[src/rtl/carfield_pkg.sv]
// carfield_pkg
//   Shared types and constants for the Carfield domain power/clock/reset
//   sequencer: domain index enumeration, per-domain FSM state encoding and
//   the round-robin pointer helper.
package carfield_pkg;

  localparam int unsigned NumDomains = 3;
  localparam int unsigned DomIdxW    = $clog2(NumDomains);

  typedef enum logic [1:0] {
    SafetyIslandDomIdx   = 2'd0,
    SecurityIslandDomIdx = 2'd1,
    IntClusterDomIdx     = 2'd2
  } carfield_domain_e;

  typedef enum logic [2:0] {
    OFF        = 3'd0,
    CLK_ON     = 3'd1,
    RST_REL    = 3'd2,
    ON         = 3'd3,
    DRAIN      = 3'd4,
    RST_ASSERT = 3'd5
  } carfield_dom_state_e;

  // Next round-robin position after idx, wrapping at NumDomains.
  function automatic logic [DomIdxW-1:0] rr_next(input logic [DomIdxW-1:0] idx);
    if (idx == DomIdxW'(NumDomains - 1)) begin
      return '0;
    end
    return idx + 1'b1;
  endfunction

endpackage

[src/rtl/carfield_domain_fsm.sv]
// carfield_domain_fsm
//   One domain's sequencing FSM and its down-counter.
//   Ports:
//     clk_i, rst_i      clock, synchronous active-high reset
//     en_i              requested domain state (1=on)
//     idle_i            domain has no outstanding AXI traffic (used in DRAIN only)
//     clr_timeout_i     clears the sticky drain-timeout flag
//     gnt_i             scheduler grant; leave the stable state on the next edge
//     req_o             domain wants to change stable state
//     stable_o          FSM is in OFF or ON (token may be released)
//     clk_en_o, rst_o, iso_o, on_o, busy_o, timeout_o   registered domain controls/status
//
//   state      | meaning
//   -----------+-------------------------------------------------------------
//   OFF        | clock gated, reset held, boundary isolated
//   CLK_ON     | clock running with reset held, SettleCycles long
//   RST_REL    | reset released, still isolated, RstCycles long
//   ON         | domain fully operational
//   DRAIN      | isolated, waiting for idle_i or DrainTimeout
//   RST_ASSERT | reset re-asserted with clock running, RstCycles long
module carfield_domain_fsm
  import carfield_pkg::*;
#(
  parameter int unsigned SettleCycles = 16,
  parameter int unsigned RstCycles    = 8,
  parameter int unsigned DrainTimeout = 1024
) (
  input  logic clk_i,
  input  logic rst_i,
  input  logic en_i,
  input  logic idle_i,
  input  logic clr_timeout_i,
  input  logic gnt_i,
  output logic req_o,
  output logic stable_o,
  output logic clk_en_o,
  output logic rst_o,
  output logic iso_o,
  output logic on_o,
  output logic busy_o,
  output logic timeout_o
);

  localparam int unsigned MaxSR  = (SettleCycles > RstCycles) ? SettleCycles : RstCycles;
  localparam int unsigned MaxCnt = (MaxSR > DrainTimeout) ? MaxSR : DrainTimeout;
  localparam int unsigned CntW   = $clog2(MaxCnt + 1);

  carfield_dom_state_e state_q, state_d;
  logic [CntW-1:0]     cnt_q, cnt_d;
  logic                timeout_q, timeout_d;
  logic                clk_en_q, clk_en_d;
  logic                rst_q, rst_d;
  logic                iso_q, iso_d;
  logic                on_q, on_d;
  logic                busy_q, busy_d;
  logic                timeout_set;

  assign stable_o = (state_q == OFF) || (state_q == ON);
  assign req_o    = ((state_q == OFF) && en_i) || ((state_q == ON) && !en_i);

  always_comb begin
    state_d     = state_q;
    cnt_d       = cnt_q;
    timeout_set = 1'b0;
    unique case (state_q)
      OFF: begin
        if (gnt_i) begin
          state_d = CLK_ON;
          cnt_d   = CntW'(SettleCycles - 1);
        end
      end
      CLK_ON: begin
        if (cnt_q == '0) begin
          state_d = RST_REL;
          cnt_d   = CntW'(RstCycles - 1);
        end else begin
          cnt_d = cnt_q - 1'b1;
        end
      end
      RST_REL: begin
        if (cnt_q == '0) begin
          state_d = ON;
        end else begin
          cnt_d = cnt_q - 1'b1;
        end
      end
      ON: begin
        if (gnt_i) begin
          state_d = DRAIN;
          cnt_d   = CntW'(DrainTimeout - 1);
        end
      end
      DRAIN: begin
        // A late idle on the last timeout cycle still counts as a clean drain.
        if (idle_i || (cnt_q == '0)) begin
          state_d     = RST_ASSERT;
          cnt_d       = CntW'(RstCycles - 1);
          timeout_set = !idle_i;
        end else begin
          cnt_d = cnt_q - 1'b1;
        end
      end
      RST_ASSERT: begin
        if (cnt_q == '0) begin
          state_d = OFF;
        end else begin
          cnt_d = cnt_q - 1'b1;
        end
      end
      default: state_d = OFF;
    endcase

    // Set has priority over a coincident clear.
    if (timeout_set) begin
      timeout_d = 1'b1;
    end else if (clr_timeout_i) begin
      timeout_d = 1'b0;
    end else begin
      timeout_d = timeout_q;
    end

    // Outputs are decoded from the next state so they register alongside it.
    clk_en_d = (state_d != OFF);
    rst_d    = (state_d == OFF) || (state_d == CLK_ON) || (state_d == RST_ASSERT);
    iso_d    = (state_d != ON);
    on_d     = (state_d == ON);
    busy_d   = (state_d != OFF) && (state_d != ON);
  end

  always_ff @(posedge clk_i) begin
    if (rst_i) begin
      state_q   <= OFF;
      cnt_q     <= '0;
      timeout_q <= 1'b0;
      clk_en_q  <= 1'b0;
      rst_q     <= 1'b1;
      iso_q     <= 1'b1;
      on_q      <= 1'b0;
      busy_q    <= 1'b0;
    end else begin
      state_q   <= state_d;
      cnt_q     <= cnt_d;
      timeout_q <= timeout_d;
      clk_en_q  <= clk_en_d;
      rst_q     <= rst_d;
      iso_q     <= iso_d;
      on_q      <= on_d;
      busy_q    <= busy_d;
    end
  end

  assign clk_en_o  = clk_en_q;
  assign rst_o     = rst_q;
  assign iso_o     = iso_q;
  assign on_o      = on_q;
  assign busy_o    = busy_q;
  assign timeout_o = timeout_q;

endmodule

[src/rtl/carfield_domain_sequencer.sv]
// carfield_domain_sequencer
//   Power/clock/reset sequencer for the Carfield accelerator domains
//   (Safety Island, Security Island, Integer Cluster). One FSM per domain;
//   a round-robin token scheduler lets only one domain transition at a time.
//   Ports:
//     clk_i, rst_i       clock, synchronous active-high reset
//     en_i               requested on/off per domain (level)
//     idle_i             domain reports no outstanding AXI transactions
//     clr_timeout_i      pulse clearing timeout_o per domain
//     clk_en_o           domain clock-gate enable
//     domain_rst_o       domain reset, active-high
//     isolate_o          domain boundary clamp, 1=isolated
//     on_o, busy_o       fully on / mid-transition status
//     timeout_o          sticky drain-timeout flag
module carfield_domain_sequencer
  import carfield_pkg::*;
#(
  parameter int unsigned SettleCycles = 16,
  parameter int unsigned RstCycles    = 8,
  parameter int unsigned DrainTimeout = 1024
) (
  input  logic                  clk_i,
  input  logic                  rst_i,
  input  logic [NumDomains-1:0] en_i,
  input  logic [NumDomains-1:0] idle_i,
  input  logic [NumDomains-1:0] clr_timeout_i,
  output logic [NumDomains-1:0] clk_en_o,
  output logic [NumDomains-1:0] domain_rst_o,
  output logic [NumDomains-1:0] isolate_o,
  output logic [NumDomains-1:0] on_o,
  output logic [NumDomains-1:0] busy_o,
  output logic [NumDomains-1:0] timeout_o
);

  if (SettleCycles < 1) begin : g_bad_settle
    $error("SettleCycles must be >= 1");
  end
  if (RstCycles < 1) begin : g_bad_rst
    $error("RstCycles must be >= 1");
  end
  if (DrainTimeout < 1) begin : g_bad_drain
    $error("DrainTimeout must be >= 1");
  end

  logic [NumDomains-1:0] req;
  logic [NumDomains-1:0] stable;
  logic [NumDomains-1:0] gnt;
  logic                  gnt_any;
  logic [DomIdxW-1:0]    gnt_idx;
  int unsigned           cand;

  logic                  tok_vld_q, tok_vld_d;
  logic [DomIdxW-1:0]    tok_idx_q, tok_idx_d;
  logic [DomIdxW-1:0]    ptr_q, ptr_d;
  logic                  token_busy;

  // The token frees itself in the cycle its owner lands in OFF or ON, so a
  // waiting domain can be granted in that very cycle.
  assign token_busy = tok_vld_q && !stable[tok_idx_q];

  always_comb begin
    gnt     = '0;
    gnt_any = 1'b0;
    gnt_idx = '0;
    cand    = 0;
    if (!token_busy) begin
      for (int i = 0; i < NumDomains; i++) begin
        cand = (32'(ptr_q) + 32'(i)) % NumDomains;
        if (!gnt_any && req[cand]) begin
          gnt_any = 1'b1;
          gnt_idx = DomIdxW'(cand);
        end
      end
    end
    if (gnt_any) begin
      gnt[gnt_idx] = 1'b1;
    end

    tok_vld_d = tok_vld_q;
    tok_idx_d = tok_idx_q;
    ptr_d     = ptr_q;
    if (gnt_any) begin
      tok_vld_d = 1'b1;
      tok_idx_d = gnt_idx;
      // Advancing at grant time means the next arbitration already starts
      // past this domain.
      ptr_d     = rr_next(gnt_idx);
    end else if (tok_vld_q && stable[tok_idx_q]) begin
      tok_vld_d = 1'b0;
    end
  end

  always_ff @(posedge clk_i) begin
    if (rst_i) begin
      tok_vld_q <= 1'b0;
      tok_idx_q <= '0;
      ptr_q     <= '0;
    end else begin
      tok_vld_q <= tok_vld_d;
      tok_idx_q <= tok_idx_d;
      ptr_q     <= ptr_d;
    end
  end

  for (genvar d = 0; d < NumDomains; d++) begin : g_dom
    carfield_domain_fsm #(
      .SettleCycles (SettleCycles),
      .RstCycles    (RstCycles),
      .DrainTimeout (DrainTimeout)
    ) u_fsm (
      .clk_i         (clk_i),
      .rst_i         (rst_i),
      .en_i          (en_i[d]),
      .idle_i        (idle_i[d]),
      .clr_timeout_i (clr_timeout_i[d]),
      .gnt_i         (gnt[d]),
      .req_o         (req[d]),
      .stable_o      (stable[d]),
      .clk_en_o      (clk_en_o[d]),
      .rst_o         (domain_rst_o[d]),
      .iso_o         (isolate_o[d]),
      .on_o          (on_o[d]),
      .busy_o        (busy_o[d]),
      .timeout_o     (timeout_o[d])
    );
  end

endmodule
[config.mk]
export PLATFORM = sky130hd
export DESIGN_NAME = carfield_domain_sequencer
export DESIGN_NICKNAME = d
export VERILOG_FILES = /design/src/rtl/carfield_pkg.sv /design/src/rtl/carfield_domain_fsm.sv /design/src/rtl/carfield_domain_sequencer.sv
export SDC_FILE = /design/constraint.sdc
export NUM_CORES = 1
export LEC_CHECK = 0
export ABC_AREA = 1
export BUFFER_PORTS_ARGS = -buffer_cell sky130_fd_sc_hd__buf_2
export CAP_MARGIN = 10
export CELL_PAD_IN_SITES_DETAIL_PLACEMENT = 1
export CELL_PAD_IN_SITES_GLOBAL_PLACEMENT = 1
export CORE_MARGIN = 1.5
export CORE_UTILIZATION = 43
export DETAILED_ROUTE_END_ITERATION = 7
export GPL_ROUTABILITY_DRIVEN = 0
export PLACE_DENSITY_LB_ADDON = 0.1
export SLEW_MARGIN = 20
export SYNTH_ARGS = -nofsm -noshare
export SYNTH_HDL_FRONTEND = slang
export SYNTH_SLANG_ARGS = --single-unit
[constraint.sdc]
create_clock -name clk_i -period 2.4 [get_ports clk_i]
set_input_delay 0.12 -clock clk_i [delete_from_list [all_inputs] [get_ports clk_i]]
set_output_delay 0.12 -clock clk_i [all_outputs]
set_load 0.05 [all_outputs]
==> run_results.csv, run 1 <==
group,metric,value,unit
synthesis,synth_nets,598,
timing,worst_pin_slew,0.471,ns
critical_path,crit_type,"reg -> reg",
global_route,overflow,0,
timing,drv_slew,0,
critical_path,crit_chain,"inv_1 -> ha_4 -> inv_2 -> nand3_1 -> nand2_1 -> nand2_1 -> nand2_1 -> nand4_1 -> nand3_4 -> nand3_4 -> nand2_1 -> nand2_1 -> nand2_1 -> nand3_1",
clock_network,clock_path_buffers,2,
timing,layout_min_cycle_time,2.25,ns
clock_network,cts_hold_buffers,0,
global_route,grt_usage,0.218,
timing,fin_crit_sh,0.939,
synthesis,synth_cells,582,
synthesis,synth_cell_type_count,36,
pwr,p_int,0.00321,W
routing,drc,0,
synthesis,synth_seq_cells,65,
synthesis,synth_edf_count,0,
pwr,p_clk_frac,0.143,
clock_network,cts_made_buffers,9,
critical_path,crit_arrival,2.48,ns
pwr,swShare,0.499,
synthesis,async_reset_ff_frac,0,
pwr,ir_drop,0.612,mV
clock_network,cts.sink_count,65,
timing,finalSetupViolations,0,
critical_path,cp_slowest_cell,"dfxtp_2",
critical_path,cp_max_fo,5,
routing,drt-vias-per-instance,5.17,
critical_path,cp-start-kind,"flip-flop",
cells_and_area,n_antenna_cell,0,
timing,hold_viol_final,0,
flow_run,cap_violations,0,
clock_network,cts_root_buf,"clkbuf_8",
synthesis,synth-seq-area-share,0.333,
routing,first_pass_iters,4,
die,rows,34,
cells_and_area,nets,626,
routing,route.vias.total,3739,
pwr,pwr-share-seq,0.252,
clock_network,cts_tree,"built",
routing,avgRoutedWirePerCell,14.2,um
cells_and_area,area_growth,11.7,%
timing,relSlewSlack,0.686,
worst_hold_path,min_path_type,"in -> reg",
critical_path,required,2.63,ns
cells_and_area,fillers,1198,
global_route,grt_max_degree,26,
cells_and_area,regArea,1310,sq um
timing,postLayoutSetupSlackWorst,0.146,ns
synthesis,postSynthAreaPerCell,6.72,sq um
cells_and_area,drive_gt1_frac,0.174,
cells_and_area,final_cell_area,4370,sq um
clock_network,clk-insertion-delay-late,0.35,ns
die,die_w,98.4,um
die,die_h,98.4,um
clock_network,clkTransAtPathRegs,0.07,ns
die,core,8760,sq um
routing,wl,10.3,mm
global_route,grt_pass1_vias,3800,
die,boundaryPins,29,
synthesis,ys_dominant_reg_cell,"dfxtp_1",
place,pre_cts_slack,0.0235,ns
die,initial_core_util,0.446,
global_route,antenna_found_initial,0,
die,die_area,9680,sq um
routing,postRouteAntennaNets,0,
routing,drt_iter0_markers,60,
critical_path,slowest_delay,0.35,ns
synthesis,yosys_warnings,0,
place,post_dp_cell_area,4110,sq um
timing,fin_worst_skew,0.0102,ns
pwr,p_per_area,1470,nW/um^2
cells_and_area,utilization,0.499,
critical_path,crit_path_frequent_cell,"nand2_1",
critical_path,endpoint_kind,"flip-flop",
synthesis,netlist_area,3910,sq um
place,dp_hpwl,7.69,mm
cells_and_area,multi_input_area,2150,sq um
pwr,power_leakage,2.08,nW
pwr,p_switching,0.00320,W
place,io_buffers,28,
pwr,comb_power_share,0.605,
clock_network,htreeDepth,3,
run_status,outcome,"complete, no violations",
timing,fmax,444,MHz
global_route,grt_pass1_wl,17.4,mm
timing,setup_tns,0,ns
## layout make-up
cell class,count,share of cell area
flip-flops and latches,65,0.300
clock buffers,11,0.0301
multi-input cells,404,0.493
repair buffers,44,0.0595
well taps,108,0.0309
inverters,86,0.0739
clock inverters,5,0.0129
## state kept, by name (all words and copies together) (netlist names), 3 cells and up
register               flops
g_dom.u_fsm.clk_en_o       3
g_dom.u_fsm.rst_o          3
g_dom.u_fsm.state_q        9
g_dom.u_fsm.on_o           3
g_dom.u_fsm.timeout_o      3
g_dom.u_fsm.cnt_q         33
g_dom.u_fsm.iso_o          3
g_dom.u_fsm.busy_o         3
## metrics by stage
step	total power [W]	hold WS, ns	cells
detailed placement	0.00535	0.379	705
CTS	0.00630	0.0120	721
global route	0.00703	0.0384	723
global placement	0.00520	0.372	705
floorplan	0.00458	0.283	582
finish	0.00642	0.0215	723
## worst max-delay path, delay by kind of cell, from the launching register on
family,cells,cell delay (ns)
adder cells (fa/ha/maj),1,0.25
buffers and inverters,2,0.15
flip-flops,1,0.35
AND/OR/NAND/NOR,11,1.38
## final timing paths
kind | from | end | slack [ns] | depth (start not counted)
worst min-delay path | clr_timeout_i[2] | g_dom[2].u_fsm.timeout_o$_SDFFE_PP0P_ | 0.02 | 4
worst max register to register | ptr_q[0]$_SDFFE_PP0P_ | g_dom[0].u_fsm.clk_en_o$_SDFF_PP0_ | 0.15 | 14
worst min register to register | g_dom[2].u_fsm.timeout_o$_SDFFE_PP0P_ | g_dom[2].u_fsm.timeout_o$_SDFFE_PP0P_ | 0.47 | 2
worst max-delay path | ptr_q[0]$_SDFFE_PP0P_ | g_dom[0].u_fsm.clk_en_o$_SDFF_PP0_ | 0.15 | 14
## kinds of logic (layout without fill, tap and decap cells)
| logic type | count (synthesis) | in the layout | synth area share |
|---|---|---|---|
| flops | 65 | 65 | 0.333 |
| compound gates | 101 | 101 | 0.145 |
| buf+inv | 114 | 146 | 0.132 |
| fa+ha+maj | 5 | 5 | 0.0160 |
| xor+xnor | 23 | 23 | 0.0515 |
| simple gates | 274 | 275 | 0.324 |
## what timing repair did
action / in CTS / in global routing
setup buffers: 0 / 1
resized for setup: 1 / 22
gates cloned: 0 / 1
pin swaps: 0 / 3
hold endpoints to repair: 0 / 0
setup endpoints to repair: 4 / 36
## per-layer routing
| layer | global-route usage | share of wire | wire (um) |
|---|---|---|---|
| met1 | 0.272 | 0.47 | 4840 |
| met2 | 0.387 | 0.50 | 5130 |
| met4 | 0.0715 | 0.013 | 135 |
| met3 | 0.0286 | 0.017 | 177 |
| met5 | 0 | 0 | 0 |
## cell usage after synthesis, types with 10 or more instances
cell type,number,area (sq um)
a21oi_1,47,235
buf_4,19,143
dfxtp_1,65,1300
inv_1,80,300
nand2_1,111,417
nand3_1,44,220
nand4_1,10,62.6
nor2_1,72,270
nor3_1,12,60.1
o21ai_0,39,195
xor2_1,17,149
## power by group through the flow
stage          Combinational, W  Sequential (W)  Clock [W]
2_1_floorplan           0.00301         0.00157          0
3_3_place_gp            0.00359         0.00161          0
3_5_place_dp            0.00372         0.00163          0
4_1_cts                 0.00376         0.00160   0.000943
5_1_grt                 0.00439         0.00165   0.000988
6_report                0.00388         0.00162   0.000915
## cells in the final DEF (no fill, tap or decap), drive strengths merged, types with 2 or more instances in the layout
| cell type | instances |
|---|---|
| buf | 44 |
| a21oi | 49 |
| nor4 | 2 |
| a211oi | 3 |
| nand4 | 10 |
| xnor2 | 6 |
| xor2 | 17 |
| nand3 | 54 |
| clkinv | 3 |
| nor3b | 2 |
| clkbuf | 11 |
| o211ai | 5 |
| inv | 86 |
| nor3 | 12 |
| o31ai | 2 |
| nor2 | 75 |
| ha | 5 |
| o21ai | 40 |
| nand2 | 118 |
| dfxtp | 65 |
Note: power is estimated with default switching activity, not from simulation.
==> inputs of run 2 (changes only) <==
--- a/config.mk
+++ b/config.mk
@@ -10,3 +10,3 @@
 export CAP_MARGIN = 10
-export CELL_PAD_IN_SITES_DETAIL_PLACEMENT = 1
+export CELL_PAD_IN_SITES_DETAIL_PLACEMENT = 0
 export CELL_PAD_IN_SITES_GLOBAL_PLACEMENT = 1
@@ -14,2 +14,3 @@
 export CORE_UTILIZATION = 43
+export CTS_CLUSTER_SIZE = 10
 export DETAILED_ROUTE_END_ITERATION = 7
==> constraint.sdc (replaced) <==
create_clock -name clk_i -period 2.4 [get_ports clk_i]
set_input_delay 0.36 -clock clk_i [delete_from_list [all_inputs] [get_ports clk_i]]
set_output_delay 0.36 -clock clk_i [all_outputs]
set_load 0.05 [all_outputs]
==> run_results.csv, run 2 (synthesis results as in run 1) <==
group,metric,value,unit
run_status,outcome,"complete, no violations",
clock_network,cts_tree,"built",
critical_path,crit_arrival,2.50,ns
routing,first_pass_iters,6,
die,boundaryPins,29,
cells_and_area,largest_register_ffs,33,
cells_and_area,final_common_cell,"nand2_1",
pwr,p_per_area,1490,nW/um^2
global_route,overflow,0,
pwr,ir_drop,0.626,mV
critical_path,cp_max_fo,5,
timing,worst_hold_slack,0.254,ns
critical_path,cp_slowest_cell,"dfxtp_1",
cells_and_area,utilization,0.507,
worst_hold_path,min_path_type,"in -> reg",
timing,fin_crit_sh,0.939,
routing,avgRoutedWirePerCell,12.5,um
cells_and_area,top_regs,"g_dom.u_fsm.cnt_q (33), g_dom.u_fsm.state_q (9)",
critical_path,slowest_delay,0.37,ns
cells_and_area,layout_common_cells,"110 x nand2_1, 75 x inv_1, 70 x nor2_1",
routing,drc,0,
timing,fmax,444,MHz
critical_path,crit_path_frequent_cell,"nand2_1",
timing,hold_viol_final,0,
clock_network,cts_root_buf,"clkbuf_8",
critical_path,path_buf_inv,3,
clock_network,htreeDepth,3,
timing,setup_tns,0,ns
global_route,antenna_found_initial,0,
critical_path,cp-start-kind,"flip-flop",
die,die_w,98.4,um
critical_path,crit_chain,"inv_1 -> ha_4 -> inv_2 -> buf_4 -> nand3_1 -> nand2_1 -> nand2_2 -> nand3_2 -> nand3_4 -> nand3_4 -> nand3_4 -> nand2_1 -> nand2_1 -> nand2_1 -> nand2_1 -> nand2_1",
die,die_area,9680,sq um
clock_network,cts_made_buffers,9,
routing,wl,9.12,mm
routing,route.vias.total,3681,
place,dp_hpwl,6.65,mm
cells_and_area,final_cell_area,4440,sq um
timing,fin_worst_skew,0.0108,ns
flow_run,cap_violations,0,
cells_and_area,nets,631,
global_route,grt_pass1_vias,3331,
place,post_dp_cell_area,4110,sq um
critical_path,crit_family,"simple AND/OR/NAND/NOR gates",
timing,layout_min_cycle_time,2.25,ns
die,core,8760,sq um
pwr,power_leakage,2.11,nW
global_route,grt_usage,0.193,
cells_and_area,n_antenna_cell,0,
pwr,finalPower,0.00660,W
die,rows,34,
cells_and_area,regMostFlops,"g_dom.u_fsm.cnt_q",
clock_network,clock_path_buffers,2,
die,die_h,98.4,um
timing,worst_pin_slew,0.455,ns
cells_and_area,fillers,911,
routing,drt_iter0_markers,113,
clock_network,cts.sink_count,65,
global_route,grt_max_degree,26,
die,initial_core_util,0.446,
routing,drt-vias-per-instance,5.06,
clock_network,clk-insertion-delay-late,0.34,ns
global_route,grt_pass1_wl,15.3,mm
routing,postRouteAntennaNets,0,
cells_and_area,area_growth,13.5,%
critical_path,endpoint_kind,"flip-flop",
critical_path,required,2.64,ns
place,io_buffers,28,
timing,relSlewSlack,0.696,
cells_and_area,drive_gt1_frac,0.177,
timing,finalSetupViolations,0,
clock_network,clkTransAtPathRegs,0.08,ns
critical_path,crit_type,"reg -> reg",
timing,drv_slew,0,
==> run 2: cell count changes in the layout (fill, tap and decap cells not counted), sizes merged <==
cell | before | now
buf | 44 | 48
clkbuf | 11 | 10
clkinv | 3 | 2
clkinvlp | 1 | 2
inv | 86 | 87
nand2 | 118 | 119
==> run 2: routing by layer <==
layer  GRT usage  share of wire
met3      0.0315          0.035
met4      0.0683         0.0054
met2       0.311           0.47
met1       0.261           0.49
met5           0              0
==> run 2: worst min-delay path: stages <==
cell and delay (ns):
buf_2 0.07, inv_1 0.03, nand2_1 0.04, a21oi_1 0.05
==> run 2: what timing repair did <==
item / 4_1_cts / 5_1_grt
endpoints found under the setup margin: 0 / 50
resized for setup: 0 / 21
hold buffers: 0 / 0
setup buffers: 0 / 5
==> run 2: final cells by class <==
class	count	area [sq um]	share of cell area
multi-input cells	405	2180	0.491
flip-flops and latches	65	1310	0.294
clock inverters	6	67.6	0.0152
inverters	86	323	0.0727
clock buffers	10	128	0.0287
well taps	108	135	0.0304
repair buffers	48	303	0.0682
==> run 2: path summary, 6_finish.rpt <==
kind                                               from                                    end  slack, ns  depth (start not counted)
setup / recovery                  ptr_q[0]$_SDFFE_PP0P_        g_dom[0].u_fsm.rst_o$_SDFF_PP1_       0.15                         16
hold / removal                         clr_timeout_i[2]  g_dom[2].u_fsm.timeout_o$_SDFFE_PP0P_       0.25                          4
setup reg to reg                  ptr_q[0]$_SDFFE_PP0P_        g_dom[0].u_fsm.rst_o$_SDFF_PP1_       0.15                         16
hold reg to reg   g_dom[2].u_fsm.timeout_o$_SDFFE_PP0P_  g_dom[2].u_fsm.timeout_o$_SDFFE_PP0P_       0.47                          2
==> run 2: power by group <==
part | leakage, nW | internal (W) | switching, W
sequential | 0.535 | 0.00138 | 0.000217
combinational | 1.48 | 0.00153 | 0.00254
clock | 0.0929 | 0.000484 | 0.000453
==> run 2: stage by stage <==
stage / setup slack (ns) / instances
after CTS: 0.0618 / 721
after global placement: 0.127 / 705
final: 0.147 / 728
after floorplan: 0.382 / 582
after detailed placement: 0.0949 / 705
after global routing: -0.0267 / 728
==> inputs of run 3 (changes only) <==
Settings changed: BUFFER_PORTS_ARGS -buffer_cell sky130_fd_sc_hd__buf_2 to unset, CORE_UTILIZATION 43 to 46, DONT_BUFFER_PORTS set to 1.
==> run_results.csv, run 3 (synthesis results as in run 1) <==
group,metric,value,unit
clock_network,cts_tree,"built",
routing,drt-vias-per-instance,5.07,
critical_path,r2r-start,"ptr_q[0]$_SDFFE_PP0P_",
critical_path,cp_max_fo,8,
worst_hold_path,min_path_type,"in -> reg",
cells_and_area,regMostFlops,"g_dom.u_fsm.cnt_q",
cells_and_area,largest_register_ffs,33,
die,rows,33,
run_status,outcome,"complete, no violations",
die,die_h,95.2,um
die,core,8220,sq um
flow_run,cap_violations,0,
timing,finalSetupViolations,0,
timing,fin_crit_sh,0.923,
critical_path,crit_type,"reg -> reg",
pwr,power_leakage,1.97,nW
clock_network,htreeDepth,3,
die,die_w,95.2,um
global_route,grt_usage,0.204,
cells_and_area,n_antenna_cell,0,
cells_and_area,top_regs,"g_dom.u_fsm.cnt_q (33), g_dom.u_fsm.state_q (9)",
clock_network,cts_made_buffers,9,
timing,worst_hold_slack,0.0829,ns
critical_path,rrSetupSlack,0.19,ns
timing,fmax,452,MHz
pwr,ir_drop,0.739,mV
place,io_buffers,0,
place,pre_cts_slack,0.0780,ns
cells_and_area,nets,598,
routing,wl,8.67,mm
die,boundaryPins,29,
global_route,grt_max_degree,27,
cells_and_area,layout_common_cells,"110 x nand2_1, 77 x inv_1, 71 x nor2_1",
cells_and_area,regArea,1300,sq um
place,dp_hpwl,6.46,mm
timing,worst_pin_slew,0.522,ns
critical_path,setup.worst_path.start,"ptr_q[0]$_SDFFE_PP0P_",
clock_network,clkTransAtPathRegs,0.07,ns
timing,relSlewSlack,0.651,
global_route,grt_pass1_wl,14.6,mm
global_route,antenna_found_initial,0,
timing,layout_min_cycle_time,2.21,ns
critical_path,r2r-end,"g_dom[0].u_fsm.rst_o$_SDFF_PP1_",
routing,postRouteAntennaNets,0,
critical_path,crit_arrival,2.44,ns
routing,drc,0,
timing,postLayoutSetupSlackWorst,0.186,ns
global_route,overflow,0,
cells_and_area,fillers,845,
critical_path,required,2.63,ns
routing,first_pass_iters,5,
clock_network,clock_path_buffers,2,
die,initial_core_util,0.476,
critical_path,cp-start-kind,"flip-flop",
critical_path,r2r_cells,16,
cells_and_area,drive_gt1_frac,0.119,
die,die_area,9070,sq um
timing,fin_worst_skew,0.0118,ns
cells_and_area,final_common_cell,"nand2_1",
cells_and_area,multi_input_area,2140,sq um
routing,route.vias.total,3505,
critical_path,endpoint_kind,"flip-flop",
routing,avgRoutedWirePerCell,12.5,um
clock_network,cts_root_buf,"clkbuf_8",
global_route,grt_pass1_vias,3193,
pwr,p_per_area,1480,nW/um^2
timing,drv_slew,0,
cells_and_area,area_growth,8.22,%
clock_network,cts.sink_count,65,
timing,hold_viol_final,0,
routing,drt_iter0_markers,113,
clock_network,clk-insertion-delay-late,0.34,ns
critical_path,crit_path_end,"g_dom[0].u_fsm.rst_o$_SDFF_PP1_",
run 3: changes by cell type in the layout (fill, tap and decap cells not counted), sizes merged:
cell,delta
buf,-31
clkbuf,+4
clkinvlp,-2
inv,-2
nand2,-1
nand3,-1
run 3: how the worst min path moves through the flow:
| stage | endpoint | slack [ns] | cells after the start | from |
|---|---|---|---|---|
| 6_report | g_dom[2].u_fsm.cnt_q[9]$_SDFFE_PP0P_ | 0.08 | 1 | rst_i |
| 5_1_grt | g_dom[2].u_fsm.cnt_q[9]$_SDFFE_PP0P_ | 0.06 | 1 | rst_i |
| 4_1_cts | g_dom[2].u_fsm.cnt_q[9]$_SDFFE_PP0P_ | 0.07 | 1 | rst_i |
| 3_5_place_dp | g_dom[2].u_fsm.cnt_q[9]$_SDFFE_PP0P_ | 0.43 | 1 | rst_i |
| 3_3_place_gp | g_dom[2].u_fsm.cnt_q[9]$_SDFFE_PP0P_ | 0.43 | 1 | rst_i |
| 2_1_floorplan | g_dom[0].u_fsm.timeout_o$_SDFFE_PP0P_ | 0.44 | 2 | g_dom[0].u_fsm.timeout_o$_SDFFE_PP0P_ |
run 3: per-layer routing:
| layer | GRT usage | share of wire |
|---|---|---|
| met4 | 0.0634 | 0.013 |
| met5 | 0 | 0 |
| met3 | 0.0470 | 0.035 |
| met2 | 0.330 | 0.46 |
| met1 | 0.268 | 0.49 |
run 3: power breakdown:
group          switching (W)  internal [W]  total (W)
sequential          0.000391       0.00138    0.00178
combinational        0.00219       0.00130    0.00349
clock               0.000417      0.000565   0.000983
run 3: critical path: stages (launching register included):
cell and delay [ns]:
dfxtp_1 0.36, inv_1 0.09, ha_4 0.26, inv_2 0.10, nand3_1 0.12, nand2_1 0.08, nand2_1 0.06, nand2_2 0.09
nand3_2 0.11, nand3_2 0.09, nand3_4 0.15, nand3_4 0.15, nand2_1 0.09, nand2_1 0.11, nand2_1 0.11, nand2_1 0.09
nand2_1 0.05
run 3: cell type report:
class                           count  area share
Multi-Input combinational cell    403       0.506
Sequential cell                    65       0.308
Inverter                           86      0.0762
Clock buffer                       14      0.0408
Tap cell                          105      0.0310
Timing Repair Buffer               17      0.0301
Clock inverter                      2     0.00827
run 3: metrics by stage:
step	instances	utilization	power, W	setup TNS (ns)	instance area (sq um)
detailed placement	674	0.482	0.00514	0	3960
CTS	690	0.508	0.00615	0	4170
finish	692	0.515	0.00625	0	4230
floorplan	582	-	0.00458	0	3910
global placement	674	0.482	0.00512	0	3960
global route	692	0.515	0.00684	-0.00539	4230
run 3: timing repair:
| item | CTS | global route |
|---|---|---|
| setup endpoints to repair | 0 | 37 |
| buffers inserted | 0 | 2 |
| resized for setup | 0 | 13 |
| hold buffers | 0 | 0 |
